File: src/rtl/pc_fetch_if.sv
// ----------------------------------------------------------------------------
// pc_fetch_if
// Fetch-side bundle between the PC/fetch-request generator and its
// environment (pipeline control, decode redirect, instruction memory).
//
// Signals:
//   stall         pipeline stall, holds the current request
//   flush         exception/flush redirect request
//   flush_pc      flush target
//   branch_valid  taken branch/jump from decode
//   branch_target branch/jump target
//   fetch_ready   instruction memory accepts the current request
//   pc            current fetch address
//   ce            instruction memory chip enable (request valid)
//   misaligned    one-cycle pulse: a captured redirect target was misaligned
//   bad_addr      offending target, meaningful while misaligned=1
//
// Modports:
//   master  the fetch unit (drives pc/ce/misaligned/bad_addr)
//   slave   the environment (drives control, redirect and ready)
// ----------------------------------------------------------------------------
interface pc_fetch_if #(
    parameter int unsigned ADDR_W = 32
);
    logic              stall;
    logic              flush;
    logic [ADDR_W-1:0] flush_pc;
    logic              branch_valid;
    logic [ADDR_W-1:0] branch_target;
    logic              fetch_ready;
    logic [ADDR_W-1:0] pc;
    logic              ce;
    logic              misaligned;
    logic [ADDR_W-1:0] bad_addr;

    modport master (
        input  stall,
        input  flush,
        input  flush_pc,
        input  branch_valid,
        input  branch_target,
        input  fetch_ready,
        output pc,
        output ce,
        output misaligned,
        output bad_addr
    );

    modport slave (
        output stall,
        output flush,
        output flush_pc,
        output branch_valid,
        output branch_target,
        output fetch_ready,
        input  pc,
        input  ce,
        input  misaligned,
        input  bad_addr
    );
endinterface

File: src/rtl/pc_fetch_unit.sv
// ----------------------------------------------------------------------------
// pc_fetch_unit
// Program counter and fetch-request generator for the CPU front end. Drives
// the instruction-memory address and chip enable, advances only on an
// accepted handshake, buffers a redirect that arrives while the request is
// not accepted, and substitutes EXC_VECTOR for misaligned redirect targets.
//
// Ports:
//   clk       clock, all state updates on the rising edge
//   rst       synchronous, active-high reset (overrides every other input)
//   io_fetch  pc_fetch_if.master: stall/flush/branch/ready in,
//             pc/ce/misaligned/bad_addr out (all outputs registered)
// ----------------------------------------------------------------------------
module pc_fetch_unit #(
    parameter int unsigned       ADDR_W       = 32,
    parameter int unsigned       INST_BYTES   = 4,
    parameter logic [ADDR_W-1:0] RESET_VECTOR = '0,
    parameter logic [ADDR_W-1:0] EXC_VECTOR   = ADDR_W'(32'h00000020)
) (
    input logic         clk,
    input logic         rst,
    pc_fetch_if.master  io_fetch
);

    // Low address bits that must be zero for an aligned instruction address.
    // With INST_BYTES=1 the mask is zero and nothing is ever misaligned.
    localparam logic [ADDR_W-1:0] ALIGN_MASK = ADDR_W'(INST_BYTES - 1);
    localparam logic [ADDR_W-1:0] PC_INC     = ADDR_W'(INST_BYTES);

    typedef enum logic {
        StBoot = 1'b0,
        StRun  = 1'b1
    } state_e;

    state_e            r_state;
    logic [ADDR_W-1:0] r_pc;
    logic              r_ce;
    logic              r_mis;
    logic [ADDR_W-1:0] r_bad;
    logic              r_pend_v;
    logic [ADDR_W-1:0] r_pend_pc;

    state_e            w_state_nxt;
    logic [ADDR_W-1:0] w_pc_nxt;
    logic              w_mis_nxt;
    logic [ADDR_W-1:0] w_bad_nxt;
    logic              w_pend_v_nxt;
    logic [ADDR_W-1:0] w_pend_pc_nxt;

    logic              w_accept;
    logic [ADDR_W-1:0] w_tgt;
    logic              w_tgt_mis;
    logic [ADDR_W-1:0] w_tgt_chk;
    logic              w_cap_pc;
    logic              w_cap_pend;

    assign w_accept  = r_ce & io_fetch.fetch_ready & ~io_fetch.stall;

    // Every capture takes flush_pc when flushing, otherwise the branch target,
    // so one shared alignment checker serves both redirect sources.
    assign w_tgt     = io_fetch.flush ? io_fetch.flush_pc : io_fetch.branch_target;
    assign w_tgt_mis = (w_tgt & ALIGN_MASK) != '0;
    assign w_tgt_chk = w_tgt_mis ? EXC_VECTOR : w_tgt;

    always_comb begin
        w_state_nxt   = r_state;
        w_pc_nxt      = r_pc;
        w_mis_nxt     = 1'b0;
        w_bad_nxt     = r_bad;
        w_pend_v_nxt  = r_pend_v;
        w_pend_pc_nxt = r_pend_pc;
        w_cap_pc      = 1'b0;
        w_cap_pend    = 1'b0;

        unique case (r_state)
            StBoot: begin
                // pc already holds RESET_VECTOR; only a flush can change it.
                w_state_nxt = StRun;
                if (io_fetch.flush) begin
                    w_cap_pc     = 1'b1;
                    w_pend_v_nxt = 1'b0;
                end
            end
            StRun: begin
                if (io_fetch.flush) begin
                    // Any concurrent branch is dropped, not buffered.
                    w_cap_pc     = 1'b1;
                    w_pend_v_nxt = 1'b0;
                end else if (w_accept && io_fetch.branch_valid) begin
                    // A fresh branch supersedes any older pending redirect.
                    w_cap_pc     = 1'b1;
                    w_pend_v_nxt = 1'b0;
                end else if (w_accept && r_pend_v) begin
                    w_pc_nxt     = r_pend_pc;
                    w_pend_v_nxt = 1'b0;
                end else if (w_accept) begin
                    w_pc_nxt = r_pc + PC_INC;
                end else if (io_fetch.branch_valid) begin
                    w_cap_pend = 1'b1;
                end
            end
            default: begin
                w_state_nxt = StBoot;
            end
        endcase

        // The flag is raised when a target is captured, not when applied.
        if (w_cap_pc || w_cap_pend) begin
            w_mis_nxt = w_tgt_mis;
            if (w_tgt_mis) begin
                w_bad_nxt = w_tgt;
            end
        end
        if (w_cap_pc) begin
            w_pc_nxt = w_tgt_chk;
        end
        if (w_cap_pend) begin
            w_pend_v_nxt  = 1'b1;
            w_pend_pc_nxt = w_tgt_chk;
        end
    end

    always_ff @(posedge clk) begin
        if (rst) begin
            r_state   <= StBoot;
            r_pc      <= RESET_VECTOR;
            r_ce      <= 1'b0;
            r_mis     <= 1'b0;
            r_bad     <= '0;
            r_pend_v  <= 1'b0;
            r_pend_pc <= '0;
        end else begin
            r_state   <= w_state_nxt;
            r_pc      <= w_pc_nxt;
            r_ce      <= (w_state_nxt == StRun);
            r_mis     <= w_mis_nxt;
            r_bad     <= w_bad_nxt;
            r_pend_v  <= w_pend_v_nxt;
            r_pend_pc <= w_pend_pc_nxt;
        end
    end

    assign io_fetch.pc         = r_pc;
    assign io_fetch.ce         = r_ce;
    assign io_fetch.misaligned = r_mis;
    assign io_fetch.bad_addr   = r_bad;

endmodule

File: src/flat_wrapper.sv
// flat-port wrapper written by rule: the top's interface ports become plain ports
module pc_fetch_unit_flat 
#(
    parameter int unsigned       ADDR_W       = 32,
    parameter int unsigned       INST_BYTES   = 4,
    parameter logic [ADDR_W-1:0] RESET_VECTOR = '0,
    parameter logic [ADDR_W-1:0] EXC_VECTOR   = ADDR_W'(32'h00000020)
)
  (clk, rst, io_fetch_stall, io_fetch_flush, io_fetch_flush_pc, io_fetch_branch_valid, io_fetch_branch_target, io_fetch_fetch_ready, io_fetch_pc, io_fetch_ce, io_fetch_misaligned, io_fetch_bad_addr);
  pc_fetch_if #(.ADDR_W(ADDR_W)) io_fetch_i ();
  input logic clk;
  input logic rst;
  input wire logic [$bits(io_fetch_i.stall)-1:0] io_fetch_stall;
  input wire logic [$bits(io_fetch_i.flush)-1:0] io_fetch_flush;
  input wire logic [$bits(io_fetch_i.flush_pc)-1:0] io_fetch_flush_pc;
  input wire logic [$bits(io_fetch_i.branch_valid)-1:0] io_fetch_branch_valid;
  input wire logic [$bits(io_fetch_i.branch_target)-1:0] io_fetch_branch_target;
  input wire logic [$bits(io_fetch_i.fetch_ready)-1:0] io_fetch_fetch_ready;
  output wire logic [$bits(io_fetch_i.pc)-1:0] io_fetch_pc;
  output wire logic [$bits(io_fetch_i.ce)-1:0] io_fetch_ce;
  output wire logic [$bits(io_fetch_i.misaligned)-1:0] io_fetch_misaligned;
  output wire logic [$bits(io_fetch_i.bad_addr)-1:0] io_fetch_bad_addr;
  assign io_fetch_i.stall = io_fetch_stall;
  assign io_fetch_i.flush = io_fetch_flush;
  assign io_fetch_i.flush_pc = io_fetch_flush_pc;
  assign io_fetch_i.branch_valid = io_fetch_branch_valid;
  assign io_fetch_i.branch_target = io_fetch_branch_target;
  assign io_fetch_i.fetch_ready = io_fetch_fetch_ready;
  assign io_fetch_pc = io_fetch_i.pc;
  assign io_fetch_ce = io_fetch_i.ce;
  assign io_fetch_misaligned = io_fetch_i.misaligned;
  assign io_fetch_bad_addr = io_fetch_i.bad_addr;
  pc_fetch_unit #(.ADDR_W(ADDR_W), .INST_BYTES(INST_BYTES), .RESET_VECTOR(RESET_VECTOR), .EXC_VECTOR(EXC_VECTOR)) u_core (.clk(clk), .rst(rst), .io_fetch(io_fetch_i));
endmodule
File: config.mk
export PLATFORM = sky130hd
export DESIGN_NAME = pc_fetch_unit_flat
export DESIGN_NICKNAME = d
export VERILOG_FILES = /design/src/rtl/pc_fetch_if.sv /design/src/rtl/pc_fetch_unit.sv /design/src/flat_wrapper.sv
export SDC_FILE = /design/constraint.sdc
export NUM_CORES = 1
export LEC_CHECK = 0
export CORE_MARGIN = 2
export CORE_UTILIZATION = 52
export CTS_CLUSTER_DIAMETER = 150
export DETAILED_ROUTE_END_ITERATION = 8
export PLACE_DENSITY = 0.87
export SLEW_MARGIN = 0
export SYNTH_ARGS = -nofsm -noshare
export SYNTH_HDL_FRONTEND = slang
export SYNTH_SLANG_ARGS = --single-unit
File: constraint.sdc
create_clock -name clk -period 4.6 [get_ports clk]
set_clock_uncertainty 0.2 [all_clocks]
set_input_delay 1.15 -clock clk [delete_from_list [all_inputs] [get_ports clk]]
set_output_delay 1.15 -clock clk [all_outputs]
set_load 0.01 [all_outputs]
==> impl_results.md <==
- Max Cap Viol: 0
- Post-CTS sizing: 0
- Area occupied by multi-input gates: around 2700 um^2
- Vias in the first global route: ~4.8k
- Placed Instances: just over 800
- Primary FF master, synth: dfxtp_1
- Vias/cell: about 6.3
- Max-slew violations: 0
- CTS Buf Count: 9
- GPL Wtd Cong: around 0.96
- VDD IR max: around 0.18 mV
- Number of port buffers: 135
- Register Area: just under 2000 um^2
- Rel. slew slack: between 30 and 40%
- Unrepaired setup endpoints after global routing: no
- Crit-path max cell delay: between 0.6 and 0.7 ns
- Setup bufs post-CTS: 0
- CP endpoint kind: register
- # IOs: between 100 and 150
- Crit path launch type: input pin
- Met3 Usage GRT: between 5 and 6%
- Gr busiest metal: met2
- Fin cells: between 800 and 900
- Worst path required time: 4.62 ns
- Antenna Cells: 0
- Initial Utilization: 53.41%
- Largest net degree at the start of global routing: 88
- Asr flop ratio synth: 0%
- Mapped Cells: just over 600
- Yosys top cell by area: dfxtp_1
- Netlist cell types: 51
- Ratio of final minimum period to clock period: 73.84%
- FP Rows: 35
- Setup-failing EPs final: 0
- Worst EP arrival: around 3.4 ns
- Register bit count reported by yosys: around 100
- Final wirelength: 14,830 um
- Die Y-Extent: between 100 and 150 um
- Die X: 101.2 um
- Routed len/inst: approximately 18 um
- Skew-Pair Late Insertion Delay: 0.37 ns
- Number of iterations in the first detailed-routing pass: 5
- HPWL after DPL: ~10000 um
- Reg2reg start: u_core.r_state$_DFF_P_
- Total grt overflow: 0
- Pwr dens: 301.1 nW/um^2
- Crit Path Max Fanout: 45
- Buf/Inv on CP: 1
- Post-DRT Antenna Nets: 0
- Post-synth EDFFs: 0
- Crit path time final: between 3 and 4 ns
- First-pass GRT wire length: roughly 23,000 um
- Filler instances: a little over 700
- Core area: 9196 um^2
- Most common cell after layout, fill and taps aside: clkdlybuf4s50_1
- Clk root buf: clkbuf_8
- Ys Warns: 0
- Slowest cell on the critical path: or2_2
- Post-Syn Nets: ~680
- Hold slack: 0.2738 ns
- Outcome: completed
- CTS tree: done
- Largest delay share family, worst path: simple AND/OR/NAND/NOR gates
- Worst R2R Setup Slack: between 2 and 2.5 ns
- CTS Hold Bufs: 0
- DRT iter0 DRCs: between 500 and 600
- Hold Path Origin: u_core.io_fetch.bad_addr[0]$_SDFFE_PP0P_
- Fin. Hold Viols: 0
- Clock transition at path regs: 0.10 ns
- Register area share after synthesis: between 40% and 50%
- Grt met2 use: around 46%
- Initial antenna violation count: 0
- Bufs on Longest Clock Path: 2
- CP cell instances: clkdlybuf4s50_1, and3b_1, or2_2, o21ai_0, a211o_1, a21oi_1, nor3_1
- Most frequent cells in the layout: clkdlybuf4s50_1 (133), dfxtp_1 (99), nor2_1 (92), a21oi_1 (75), nor3_1 (46)
- Die ar.: between 10,000 and 15,000 um^2
- Post-synth top area share: 40.35%
- Grt met1 use: 36.79%
- Share of cells above drive strength 1: under 10%
- Clock sink count: 99
- Critical path class: in -> reg
- Beginning of the critical path: io_fetch_fetch_ready
- Synth Area per Inst: roughly 8.0 um^2
- Cell leakage power: ~2.4 nW
- Final #Nets: around 800
- H-tree depth: 3
- Setup TNS: 0 ns
- GRT Total Usage: 28.44%
- DRC: 0
- Fmax: a little under 0.3 GHz
- Hold WC Path Type: reg -> reg
- Area growth syn-to-layout: 32.12%
- Largest cells by area after synthesis: dfxtp_1 (40%), a21oi_1 (7.6%), nor2_1 (7.0%)
- Least-Margin Pin Slew: 0.9437 ns
- PnR Total Power: roughly 0.002 W
- Mapped Area: slightly below 5000 um^2
- Vias: 5,216
## cell type report
| class | instances | share of cell area, % |
|---|---|---|
| clock inverter | 6 | 1.369 |
| inverter | 2 | 0.1157 |
| clock buffer | 10 | 1.966 |
| multi-input combinational | 459 | 41.62 |
| sequential | 99 | 30.54 |
| tap | 111 | 2.140 |
| timing repair buffer | 147 | 22.25 |
## layer usage
layer | wire length [um] | vias up
met4 | 516 | 0
met2 | 6926 | 312
met1 | 6008 | 2420
li1 | - | 2432
met3 | 1377 | 52
met5 | 0 | -
## cells in the mapped netlist (3+ instances only)
library cell  count
nand2_1          23
o221a_2           6
xor2_1           10
a21o_1            3
nor3_1           46
and4_1            3
clkbuf_1         38
dfxtp_1          99
nand4_1          13
o21ai_0          40
a211oi_1         32
nand2b_1          3
nor2_1           92
buf_2            12
nand4b_1          3
and2_1            7
mux2i_1          34
a31oi_1           5
nand3_1          13
a21oi_1          75
o22ai_1           9
and3_1           11
## flip-flops by register name, indices dropped and copies added (netlist names)
register	count
u_core.io_fetch.bad_addr	32
u_core.io_fetch.pc	32
u_core.r_pend_pc	32
u_core.io_fetch.misaligned	1
u_core.r_pend_v	1
u_core.r_state	1
## kinds of logic after synthesis
group                    after synthesis  share of synthesized area (%)
flip-flops                            99                          40.35
buffers and inverters                 55                          4.738
XOR/XNOR                              12                          2.140
AO/OA/AOI/OAI                        182                          22.31
AND/OR/NAND/NOR                      230                          23.28
adder cells (fa/ha/maj)                1                         0.2547
multiplexers                          34                          6.928
## report_power, final
group	switching (W)	internal [W]	total (W)
combinational	0.000194	0.000196	0.000391
clock	0.000308	0.000308	0.000615
sequential	0.0000440	0.000904	0.000948
## worst min-delay path: cells and delay by family, from the launching register on
kind	cells	cell delay [ns]
AOI/OAI and AO/OA	1	0.06
DFF	1	0.32
and+or+nand+nor	1	0.06
## stage by stage
stage	utilization, %	setup slack [ns]	cell area [um^2]
final	70.57	1.203	6490
after global routing	70.57	1.033	6490
after CTS	70.57	1.246	6490
after detailed placement	68.22	0.9034	6274
after global placement	68.22	0.9746	6274
after floorplan	-	1.857	4912
## final timing paths
path                                                                 end  depth (start not counted)
worst max-delay path                 u_core.io_fetch.pc[20]$_SDFFE_PP0P_                          7
worst min-delay path            u_core.io_fetch.bad_addr[0]$_SDFFE_PP0P_                          2
worst max register to register       u_core.io_fetch.pc[20]$_SDFFE_PP0P_                          6
worst min register to register  u_core.io_fetch.bad_addr[0]$_SDFFE_PP0P_                          2
Power figures use the tool's default switching activity.
